`config.mk`:
```
export PLATFORM = sky130hd
export DESIGN_NAME = sync_fifo_flat
export DESIGN_NICKNAME = d
export VERILOG_FILES = /design/src/rtl/sync_fifo_if.sv /design/src/rtl/sync_fifo.sv /design/src/flat_wrapper.sv
export SDC_FILE = /design/constraint.sdc
export NUM_CORES = 1
export LEC_CHECK = 0
export CORE_UTILIZATION = 43
export DETAILED_ROUTE_END_ITERATION = 8
export PLACE_DENSITY = 0.6
export SYNTH_ARGS = -nofsm -noshare
export SYNTH_HDL_FRONTEND = slang
export SYNTH_SLANG_ARGS = --single-unit
```
`constraint.sdc`:
```
create_clock -name clk -period 5.1 [get_ports clk]
set_input_delay 1.02 -clock clk [delete_from_list [all_inputs] [get_ports clk]]
set_output_delay 1.02 -clock clk [all_outputs]
set_load 0.03 [all_outputs]
```
`src/rtl/sync_fifo_if.sv`:
```
// Push/pop/full/empty FIFO interface shared by the FIFO and its users.
interface sync_fifo_if #(
  parameter int unsigned WIDTH = 8,
  parameter int unsigned DEPTH = 8
);
  localparam int unsigned AW = $clog2(DEPTH);

  logic             push;
  logic [WIDTH-1:0] wdata;
  logic             pop;
  logic [WIDTH-1:0] rdata;
  logic             full;
  logic             empty;
  logic [AW:0]      count;
  logic             overflow;
  logic             underflow;

  // Producer/consumer side: issues requests, observes status.
  modport master (
    output push, wdata, pop,
    input  rdata, full, empty, count, overflow, underflow
  );

  // FIFO side: accepts requests, drives status and head data.
  modport slave (
    input  push, wdata, pop,
    output rdata, full, empty, count, overflow, underflow
  );
endinterface

```
`src/rtl/sync_fifo.sv`:
```
// Single-clock FIFO with first-word fall-through read and sticky
// overflow/underflow flags. Requests are judged against registered
// status only, so an illegal request never disturbs stored state.
module sync_fifo #(
  parameter int unsigned WIDTH = 8,
  parameter int unsigned DEPTH = 8
) (
  input logic        clk,
  input logic        rst,
  sync_fifo_if.slave bus
);
  localparam int unsigned AW = $clog2(DEPTH);
  localparam int unsigned CW = AW + 1;

  logic [WIDTH-1:0] mem [DEPTH];
  logic [AW-1:0]    wp;
  logic [AW-1:0]    rp;
  logic [CW-1:0]    cnt;
  logic [CW-1:0]    cnt_nxt;
  logic             full_q;
  logic             empty_q;
  logic             ovf_q;
  logic             unf_q;
  logic             push_ok;
  logic             pop_ok;

  // Accept decisions and next occupancy from registered flags only.
  always_comb begin
    push_ok = 1'b0;
    pop_ok  = 1'b0;
    cnt_nxt = cnt;
    push_ok = bus.push & ~full_q;
    pop_ok  = bus.pop & ~empty_q;
    if (push_ok && !pop_ok) begin
      cnt_nxt = cnt + CW'(1);
    end else if (pop_ok && !push_ok) begin
      cnt_nxt = cnt - CW'(1);
    end
  end

  // Pointers, occupancy, status flags and sticky errors.
  always_ff @(posedge clk) begin
    if (rst) begin
      wp      <= '0;
      rp      <= '0;
      cnt     <= '0;
      full_q  <= 1'b0;
      empty_q <= 1'b1;
      ovf_q   <= 1'b0;
      unf_q   <= 1'b0;
    end else begin
      if (push_ok) begin
        wp <= wp + AW'(1);
      end
      if (pop_ok) begin
        rp <= rp + AW'(1);
      end
      cnt     <= cnt_nxt;
      full_q  <= (cnt_nxt == CW'(DEPTH));
      empty_q <= (cnt_nxt == '0);
      if (bus.push && full_q) begin
        ovf_q <= 1'b1;
      end
      if (bus.pop && empty_q) begin
        unf_q <= 1'b1;
      end
    end
  end

  // Storage write; not cleared by reset, but reset blocks a same-cycle write.
  always_ff @(posedge clk) begin
    if (!rst && push_ok) begin
      mem[wp] <= bus.wdata;
    end
  end

  assign bus.rdata     = mem[rp];
  assign bus.count     = cnt;
  assign bus.full      = full_q;
  assign bus.empty     = empty_q;
  assign bus.overflow  = ovf_q;
  assign bus.underflow = unf_q;
endmodule

```
`src/flat_wrapper.sv`:
```
// flat-port wrapper written by rule: the top's interface ports become plain ports
module sync_fifo_flat 
#(
  parameter int unsigned WIDTH = 8,
  parameter int unsigned DEPTH = 8
)
  (clk, rst, bus_push, bus_wdata, bus_pop, bus_rdata, bus_full, bus_empty, bus_count, bus_overflow, bus_underflow);
  sync_fifo_if #(.WIDTH(WIDTH), .DEPTH(DEPTH)) bus_i ();
  input logic clk;
  input logic rst;
  input wire logic [$bits(bus_i.push)-1:0] bus_push;
  input wire logic [$bits(bus_i.wdata)-1:0] bus_wdata;
  input wire logic [$bits(bus_i.pop)-1:0] bus_pop;
  output wire logic [$bits(bus_i.rdata)-1:0] bus_rdata;
  output wire logic [$bits(bus_i.full)-1:0] bus_full;
  output wire logic [$bits(bus_i.empty)-1:0] bus_empty;
  output wire logic [$bits(bus_i.count)-1:0] bus_count;
  output wire logic [$bits(bus_i.overflow)-1:0] bus_overflow;
  output wire logic [$bits(bus_i.underflow)-1:0] bus_underflow;
  assign bus_i.push = bus_push;
  assign bus_i.wdata = bus_wdata;
  assign bus_i.pop = bus_pop;
  assign bus_rdata = bus_i.rdata;
  assign bus_full = bus_i.full;
  assign bus_empty = bus_i.empty;
  assign bus_count = bus_i.count;
  assign bus_overflow = bus_i.overflow;
  assign bus_underflow = bus_i.underflow;
  sync_fifo #(.WIDTH(WIDTH), .DEPTH(DEPTH)) u_core (.clk(clk), .rst(rst), .bus(bus_i));
endmodule
```
# Word level (Yosys, flattened, before mapping)
# Memory sizes are Yosys's and may differ from the RTL's. A register that Yosys moved wholly into a read port is not among the register bits.
# Cells that the tools add are included.
[word_totals] register_bits=14 latch_bits=0 ramBits=64 rom_bits=0 out_inout_bits=16 wordCells=32 memories=1
[op_classes] add_sub_neg=4 mul=0 n_div=0 magnitude_cmp=0 n_eq_ne=1 n_shift=0 n_mux=6 bitwise_logic=4 n_reduce_logical=9
[mem_list] memory="u_core.mem" words=8 width=8 rd=1 rd_clocked_by_memory_dff=1 write_ports=1 line="sync_fifo.sv:15" source="logic [WIDTH-1:0] mem [DEPTH];"
[op_table] operator="$mux W4" count=2
[op_table] operator="$add A3 B1 Y3 const B" count=2
[op_table] operator="$mux W3" count=2
[op_table] operator="$logic_and A1 B1 Y1" count=5
[op_table] operator="$add A4 B1 Y4 const B" count=1
[op_table] operator="$eq A4 B4 Y1 const B" count=1
[op_table] operator="$logic_not A4 Y1" count=1
[op_table] operator="$sub A4 B1 Y4 const B" count=1
[op_table] operator="$logic_not A1 Y1" count=3
[op_table] operator="$and A1 B1 Y1" count=2
[op_table] operator="$mux W1" count=2
[op_table] operator="$not A1 Y1" count=2

# Depth between registers and ports, before layout
# Gate-level depths: netlist (run 1).
[logic_depth] word_depth=7 mapped_depth=6

# Worst setup path before layout (run 1)
# No wires, ideal clock.
[synth_path] path_kind="input port to flip-flop" startpoint="input port bus_push" endpoint="memory u_core.mem[0][0] (enable)" arrival_time_ns=2.234 required_ns=4.705 setup_slack_ns=2.471 cell_stages=4 path_buffers=1 cell_sequence="and2b_4 > buf_6 > nand2b_1 > nor4_1"
[synth_between] elab_chain_cells=4
[synth_lines] item="start, declared" line="flat_wrapper.sv:11" source="input wire logic [$bits(bus_i.push)-1:0] bus_push;"
[synth_lines] item="$and A1 B1 Y1" line="sync_fifo.sv:32" source="push_ok = bus.push & ~full_q;"
[synth_lines] item="$logic_and A1 B1 Y1" line="sync_fifo.sv:72" source="if (!rst && push_ok) begin"
[synth_lines] item="$mux W1" line="sync_fifo.sv:72"
[synth_lines] item="$mux W1 (not written as such)" line="sync_fifo.sv:73" source="mem[wp] <= bus.wdata;"
[synth_lines] item="end, declared" line="sync_fifo.sv:15"
# No other way between the ends.

==> results of run 1 <==
[area by class of cell]
class                           count  area (um^2)  share of cell area, %
Tap cell                           99          124                   3.22
Clock buffer                       11          131                   3.41
Multi-Input combinational cell     97          971                   25.2
Inverter                            5         18.8                  0.488
Timing Repair Buffer               29          285                   7.41
Clock inverter                      5         56.3                   1.46
Sequential cell                    81         2260                   58.8
[sequential cells by signal, indices dropped and copies added, names as in the netlist, named ones only]
name	count
u_core.bus.count	4
u_core.bus.overflow	1
u_core.mem	64
u_core.bus.empty	1
u_core.rp	3
u_core.wp	3
u_core.bus.full	1
u_core.bus.underflow	1
[power by group through the flow]
| stage | Combinational (mW) | Clock (mW) | Sequential [mW] |
|---|---|---|---|
| finish | 0.293 | 0.446 | 0.783 |
| global route | 0.317 | 0.480 | 0.791 |
| CTS | 0.296 | 0.456 | 0.785 |
| detailed placement | 0.295 | 0 | 0.799 |
| global placement | 0.293 | 0 | 0.799 |
| floorplan | 0.204 | 0 | 0.805 |
[per-layer routing]
layer	part of all wire, %	up-vias	routed length, um	track usage (%)
met3	4.0	11	220	3.89
met5	0	-	0	0
li1	-	817	-	-
met1	47	838	2560	19.8
met2	47	46	2550	22.1
met4	2.3	0	125	8.74
[path summary, 6_finish.rpt]
kind                                                        start                           endpoint  slack [ns]  depth (start not counted)
worst max register to register         u_core.bus.full$_SDFF_PP0_         u_core.mem[2][6]$_DFFE_PP_        3.09                          3
worst min register to register  u_core.bus.underflow$_SDFFE_PP0P_  u_core.bus.underflow$_SDFFE_PP0P_        0.48                          2
worst max-delay path                                         flop                       bus_rdata[1]        1.30                          3
worst min-delay path            u_core.bus.underflow$_SDFFE_PP0P_  u_core.bus.underflow$_SDFFE_PP0P_        0.48                          2
[stage by stage]
step                      instance area [um^2]  util (%)  hold slack [ns]
final                                     3850      52.2            0.479
after global routing                      3850      52.2            0.520
after CTS                                 3850      52.2            0.482
after detailed placement                  3660      49.7            0.462
after global placement                    3660      49.7            0.458
after floorplan                           3310         -            0.454
[cells in the mapped netlist (2+ instances only)]
| cell type | number |
|---|---|
| a21oi_1 | 7 |
| inv_1 | 5 |
| nand2b_1 | 3 |
| nand3_1 | 2 |
| ha_1 | 4 |
| nor4_1 | 3 |
| edfxtp_1 | 64 |
| mux4_2 | 2 |
| buf_2 | 2 |
| and3_1 | 2 |
| dfxtp_1 | 17 |
| xor2_1 | 2 |
| xnor2_1 | 3 |
| clkbuf_1 | 3 |
| nor2_1 | 17 |
| mux4_1 | 14 |
| o211ai_1 | 2 |
| nand2_1 | 12 |
| or4_1 | 2 |
| mux2_2 | 8 |
| buf_6 | 2 |
| a211oi_1 | 2 |
[tightest hold or removal path, cell delays in order (launching register included)]
cell	delay [ns]
dfxtp_1	0.33
a21oi_1	0.04
nor2_1	0.07
[cell families (layout without fill, tap and decap cells)]
logic type | Yosys count | count (layout) | synth area share [%]
xor gates and xnor gates | 5 | 5 | 1.32
and+or+nand+nor | 48 | 48 | 7.59
muxes | 24 | 24 | 15.2
DFF | 81 | 81 | 68.3
adders and majority gates | 4 | 4 | 1.51
buffers and inverters | 15 | 50 | 2.83
AOI/OAI and AO/OA | 16 | 16 | 3.32
==> flow_summary.yaml, run 1 <==
detailed_routing:
  drtIter0Drc: 59
  num_vias: 1712
  drcViolationCount: 0
  viasPerCell: 5.24
  dr.pass1.iters: 4
  routedWlPerCell_um: 16.7
  ant_nets: 0
  routed_wl_mm: 5.45
synth:
  synth_top_area_share_pct: 58.0
  ys_top_cells_by_area: "edfxtp_1, mux4_1, dfxtp_1"
  synth_area_um2: 3310
  syn_inst: 193
  yosysSeqAreaShare_pct: 68.3
  synth_edf_count: 64
  synthArstFlopShare_pct: 0
  yosysUniqueCellTypes: 37
  synth-seq-cells: 81
  yosys.area.top_type: "edfxtp_1"
  syn_area_per_cell_um2: 17.2
  yosys_warnings: 0
  ys_dominant_reg_cell: "edfxtp_1"
  syn_nets: 209
floorplan:
  dieWidth_um: 89.8
  ios: 28
  fp.dieH_um: 89.8
  start_util_pct: 45.0
  num_rows: 31
  fp.dieArea_um2: 8060
  coreArea_um2: 7370
pwr:
  p_leak_nw: 1.27
  seqPwrFrac_pct: 51.5
  power_mw: 1.52
  p_switching_uw: 414
  comb_power_share_pct: 19.2
  ir_worst_vdd_mv: 0.177
  internal_power_mw: 1.11
  p_per_area_nw_per_um2: 396
  swShare_pct: 27.2
  pwr-share-clk_pct: 29.3
worst_setup_path:
  path_buf_inv: 1
  worstSetupPathType: "reg2out"
  critPathCaptureType: "output pin"
  path_cells: "mux4_1 -> mux2_2 -> clkdlybuf4s50_1"
  worstPathMaxFanout: 16
  critical-path-top-delay-family: "multiplexers"
  cpMaxStageDelayCell: "dfxtp_1"
  max_stage_delay_ns: 0.91
  critPathLaunchType: "flop"
  required_ns: 4.08
  arrival_ns: 2.78
clock_tree:
  cts_tree: "built"
  numCtsBuffers: 9
  post-cts-setup-buffers: 0
  cts.path.max_buffers: 2
  clk-insertion-delay-late_ns: 0.35
  clkSinkCount: 81
  path_clk_slew_ns: 0.07
  root_buffer: "clkbuf_8"
  cts_hold_buf: 0
  cts_htree_levels: 3
  ctsResizeCount: 0
final_layout:
  most-common-layout-cells: "edfxtp_1, clkdlybuf4s50_1, nor2_1, dfxtp_1, mux4_1"
  stdcell_count: 327
  layout_commonest_cell: "edfxtp_1"
  final_nets: 239
  insertedDiodeCount: 0
  drive_gt1_share_pct: 14.0
  n_fill_cell: 605
  syn2layout_area_growth_pct: 16.1
sta:
  rsz0062_at_grt: "no"
  relSlewSlack_pct: 34.1
  tns_ns: 0
  setup_ws_ns: 1.30
  worstMarginPinSlew_ns: 0.984
  skew_ns: 0.00819
  hold_viol: 0
  max_freq_mhz: 263
  final_max_slew_viol_count: 0
  finalCritPeriodShare_pct: 74.5
  final-setup-viol-count: 0
  layout_min_cycle_time_ns: 3.80
grt:
  antenna_found_initial: 0
  grt_max_degree: 19
  grt_pass1_wl_mm: 8.83
  grt.total_usage_pct: 14.9
  grt_pass1_vias: 1691
  grt_remaining_overflow: 0
placement:
  hpwl_mm: 3.37
  dpl_worst_slack_ns: 1.62
  gp_congestion: 0.754
  dp_cells: 311
  io_buffers: 27
status:
  outcome: "complete, no violations"
run:
  maxCapViolations: 0
worst_hold_path:
  hold_path.class: "reg2reg"
Note: power is estimated with default switching activity, not from simulation.
==> run 2, diff against run 1 <==
Settings changed: PLACE_DENSITY 0.6 to 0.63.
Clock period 5.1 ns to 3.3 ns, I/O delays scaled along.
==> run 2 against run 1 <==
Against the previous run: sequential power rose by 51%; core utilization grew 0.90 points; combinational power increased by 70%; total power up 51%; routed wire length rose by 2.5%; worst hold slack improved by 0.0032 ns; sequential share of layout area fell by 1.0 points; clock-buffer cell count shrank 2; via count up 0.76%; flip-flop and latch count unchanged.
==> flow_summary.yaml, run 2 (synthesis gave the netlist of run 1 again) <==
floorplan:
  coreArea_um2: 7370
  fp.dieH_um: 89.8
  fp.dieArea_um2: 8060
  start_util_pct: 45.0
  ios: 28
  num_rows: 31
  dieWidth_um: 89.8
grt:
  grt_remaining_overflow: 0
  grt_max_degree: 17
  grt.total_usage_pct: 15.0
  grt_pass1_wl_mm: 8.82
  grt_pass1_vias: 1706
  antenna_found_initial: 0
clock_tree:
  root_buffer: "clkbuf_8"
  cts_htree_levels: 3
  cts_hold_buf: 0
  cts_tree: "built"
  ctsResizeCount: 0
  cts.path.max_buffers: 2
  path_clk_slew_ns: 0.08
  clkSinkCount: 81
  clk-insertion-delay-late_ns: 0.34
  post-cts-setup-buffers: 0
  numCtsBuffers: 9
pwr:
  ir_worst_vdd_mv: 0.284
  p_leak_nw: 1.31
  p_per_area_nw_per_um2: 587
final_layout:
  largest_reg_flops: 64
  drive_gt1_share_pct: 17.9
  registers.top_by_ff_count: "u_core.mem"
  syn2layout_area_growth_pct: 18.1
  final_nets: 251
  most-common-layout-cells: "edfxtp_1, clkdlybuf4s50_1, nor2_1, dfxtp_1"
  insertedDiodeCount: 0
  layout_commonest_cell: "edfxtp_1"
  final_util_pct: 53.1
sta:
  tns_ns: 0
  max_freq_mhz: 335
  worstMarginPinSlew_ns: 0.458
  layout_min_cycle_time_ns: 2.99
  relSlewSlack_pct: 69.3
  final_max_slew_viol_count: 0
  hold_viol: 0
  finalCritPeriodShare_pct: 90.5
  rsz0062_at_grt: "no"
  skew_ns: 0.00609
  final-setup-viol-count: 0
placement:
  gp_congestion: 0.729
  hpwl_mm: 3.63
  io_buffers: 27
detailed_routing:
  ant_nets: 0
  viasPerCell: 5.09
  drtIter0Drc: 81
  drcViolationCount: 0
  dr.pass1.iters: 4
  num_vias: 1725
  routed_wl_mm: 5.59
  routedWlPerCell_um: 16.5
worst_setup_path:
  r2r_slack_ns: 1.53
  critPathLaunchType: "flop"
  worstSetupPathType: "reg2out"
  path_buf_inv: 2
  worst-path-stages: 4
  arrival_ns: 2.33
  critical-path-top-delay-family: "multiplexers"
  path_cells: "buf_4 -> mux4_1 -> mux2_2 -> clkdlybuf4s50_1"
  max_stage_delay_ns: 0.59
  required_ns: 2.64
  cpMaxStageDelayCell: "clkdlybuf4s50_1"
  r2r-start: "u_core.bus.count[0]$_SDFF_PP0_"
  worstPathMaxFanout: 9
  reg2reg_depth: 5
  critPathCaptureType: "output pin"
worst_hold_path:
  hold_start: "u_core.bus.underflow$_SDFFE_PP0P_"
  hold_depth: 2
  hold_path.class: "reg2reg"
run:
  maxCapViolations: 0
status:
  outcome: "complete, no violations"
run 2: cell types whose count changed in the layout (fill, tap and decap cells not counted), moves of 2 or more:
cell	delta
buf_4	+12
clkinvlp_4	+3
clkinv_2	-2
clkinv_1	+2
clkbuf_1	-2
run 2: routing by layer:
layer  global-route usage (%)  wire (um)
met5                        0          0
met4                     8.74        129
met3                     3.13        163
met2                     23.7       2720
met1                     19.2       2580
run 2: power breakdown:
part	total [mW]	switching [mW]	internal [mW]
logic	0.497	0.264	0.233
registers	1.18	0.0394	1.14
clock network	0.616	0.346	0.270
run 2: final timing paths:
kind / endpoint
setup / recovery: bus_rdata[1]
hold / removal: u_core.bus.underflow$_SDFFE_PP0P_
setup reg to reg: u_core.bus.full$_SDFF_PP0_
hold reg to reg: u_core.bus.underflow$_SDFFE_PP0P_
run 2: through the flow:
step / cells / hold WS (ns) / setup slack (ns) / area (um^2) / power, mW
3_5_place_dp: 323 / 0.466 / 0.667 / 3740 / 1.71
5_1_grt: 339 / 0.511 / 0.225 / 3920 / 2.41
3_3_place_gp: 323 / 0.455 / 0.691 / 3740 / 1.70
2_1_floorplan: 193 / 0.454 / 1.03 / 3310 / 1.56
4_1_cts: 339 / 0.484 / 0.286 / 3920 / 2.32
6_report: 339 / 0.482 / 0.313 / 3920 / 2.30
run 2: worst reg2reg max path: cells and delay by family (launching register included):
family | cells | cell delay [ns]
AND/OR/NAND/NOR | 1 | 0.29
flip-flops | 1 | 0.42
AO/OA/AOI/OAI | 2 | 0.48
buffers and inverters | 1 | 0.12
adder cells (fa/ha/maj) | 1 | 0.36
run 2: final cells by class:
type	instances	area (um^2)
clock buffer	9	124
clock inverter	7	46.3
fill	612	3450
inverter	5	18.8
multi-input combinational	97	965
sequential	81	2260
tap	99	124
timing repair buffer	41	375
==> run 3, diff against run 2 <==
Settings changed: PLACE_DENSITY 0.63 to 0.76, SKIP_LAST_GASP set to 1.
==> run 3 against run 2 <==
Against the previous run: global-route usage grew 0.35 points; clock skew grew 0.0030 ns; flip-flop and latch count did not move; non-clock buffer count shrank 1; sequential share of layout area shrank 0.48 points; final cell count fell by 0.59%; die area unchanged; setup slack lost 0.10 ns; core utilization is 0.44 points higher; sequential power hardly changed; critical path depth unchanged; via count increased by 0.46%.
==> flow_summary.yaml, run 3 (synthesis gave the netlist of run 1 again) <==
floorplan:
  coreArea_um2: 7370
  num_rows: 31
  dieWidth_um: 89.8
  fp.dieArea_um2: 8060
  ios: 28
  start_util_pct: 45.0
  fp.dieH_um: 89.8
grt:
  grt_remaining_overflow: 0
  grt_pass1_wl_mm: 9.13
  antenna_found_initial: 0
  grt.total_usage_pct: 15.3
  grt_pass1_vias: 1774
  grt_max_degree: 17
final_layout:
  drive_gt1_share_pct: 17.6
  syn2layout_area_growth_pct: 19.1
  insertedDiodeCount: 0
  most-common-layout-cells: "edfxtp_1, clkdlybuf4s50_1, nor2_1, dfxtp_1, mux4_1"
  registers.top_by_ff_count: "u_core.mem"
  layout_commonest_cell: "edfxtp_1"
  final_util_pct: 53.6
  final_nets: 250
  largest_reg_flops: 64
clock_tree:
  cts_hold_buf: 0
  cts.path.max_buffers: 2
  cts_tree: "built"
  path_clk_slew_ns: 0.08
  cts_htree_levels: 3
  post-cts-setup-buffers: 0
  ctsResizeCount: 0
  clk-insertion-delay-late_ns: 0.34
  clkSinkCount: 81
  root_buffer: "clkbuf_8"
  numCtsBuffers: 9
worst_hold_path:
  hold_start: "u_core.bus.overflow$_SDFFE_PP0P_"
  whs_endpoint: "u_core.bus.overflow$_SDFFE_PP0P_"
  hold_path.class: "reg2reg"
  hold_depth: 2
sta:
  final_max_slew_viol_count: 0
  tns_ns: 0
  final-setup-viol-count: 0
  skew_ns: 0.00904
  rsz0062_at_grt: "no"
  hold_viol: 0
  max_freq_mhz: 324
  setup_ws_ns: 0.209
  relSlewSlack_pct: 68.3
  layout_min_cycle_time_ns: 3.09
  worstMarginPinSlew_ns: 0.475
  finalCritPeriodShare_pct: 93.7
detailed_routing:
  drtIter0Drc: 80
  ant_nets: 0
  routedWlPerCell_um: 16.3
  routed_wl_mm: 5.50
  viasPerCell: 5.14
  num_vias: 1733
  drcViolationCount: 0
  dr.pass1.iters: 4
worst_setup_path:
  critPathCaptureType: "output pin"
  reg2reg_depth: 5
  r2r_slack_ns: 1.55
  required_ns: 2.64
  worstPathMaxFanout: 16
  rr_endpoint: "u_core.bus.full$_SDFF_PP0_"
  arrival_ns: 2.43
  r2r-start: "u_core.bus.count[0]$_SDFF_PP0_"
  worstSetupPathType: "reg2out"
  critPathLaunchType: "flop"
pwr:
  seqPwrFrac_pct: 48.4
  ir_worst_vdd_mv: 0.317
  internal_power_mw: 1.80
  swShare_pct: 26.5
  pwr-share-clk_pct: 31.6
  p_leak_nw: 1.34
  comb_power_share_pct: 20.1
  p_per_area_nw_per_um2: 620
  p_switching_uw: 649
run:
  maxCapViolations: 0
placement:
  gp_congestion: 0.764
  hpwl_mm: 3.57
  dpl_worst_slack_ns: 0.572
  io_buffers: 27
status:
  outcome: "complete, no violations"
## run 3: cell count changes in the layout (fill, tap and decap cells not counted), sizes merged
cell / change
buf: -1
bufinv: +2
clkinvlp: -2
clkinv: -1
## run 3: per-layer routing
layer	wire (um)	track usage, %	part of all wire [%]	vias up
li1	-	-	-	839
met1	2520	19.7	46	849
met2	2710	24.6	49	39
met3	215	4.82	3.9	6
met4	60	5.33	1.1	0
met5	0	0	0	-
## run 3: final cells by class
type                            count  area (um^2)
Fill cell                         579         3420
Sequential cell                    81         2260
Multi-Input combinational cell     97          958
Timing Repair Buffer               40          368
Clock buffer                        9          124
Tap cell                           99          124
Clock inverter                      6         92.6
Inverter                            5         18.8
## run 3: power groups by stage
stage	Combinational, mW	Clock [mW]	Sequential, mW
2_1_floorplan	0.315	0	1.24
3_3_place_gp	0.487	0	1.21
3_5_place_dp	0.496	0	1.21
4_1_cts	0.497	0.794	1.18
5_1_grt	0.533	0.839	1.19
6_report	0.491	0.773	1.18
## run 3: how the worst max path moves through the flow
stage	to	cells after the start	from	slack [ns]
floorplan	u_core.mem[0][0]$_DFFE_PP_	4	bus_push	1.03
global placement	bus_rdata[0]	4	flop	0.62
detailed placement	bus_rdata[0]	4	flop	0.57
CTS	bus_rdata[0]	4	flop	0.17
global route	bus_rdata[0]	4	flop	0.12
finish	bus_rdata[0]	4	flop	0.21
## run 3: per-stage QoR
step | cells | cell area [um^2] | hold slack, ns | total power, mW
floorplan | 193 | 3310 | 0.454 | 1.56
global placement | 322 | 3730 | 0.456 | 1.69
detailed placement | 322 | 3730 | 0.464 | 1.70
CTS | 337 | 3950 | 0.488 | 2.48
global route | 337 | 3950 | 0.511 | 2.56
finish | 337 | 3950 | 0.481 | 2.45
## run 3: critical path: stages, from the launching register on
cell and delay (ns):
dfxtp_1 0.31, buf_4 0.27, mux4_1 0.62, mux2_2 0.29
clkdlybuf4s50_1 0.59
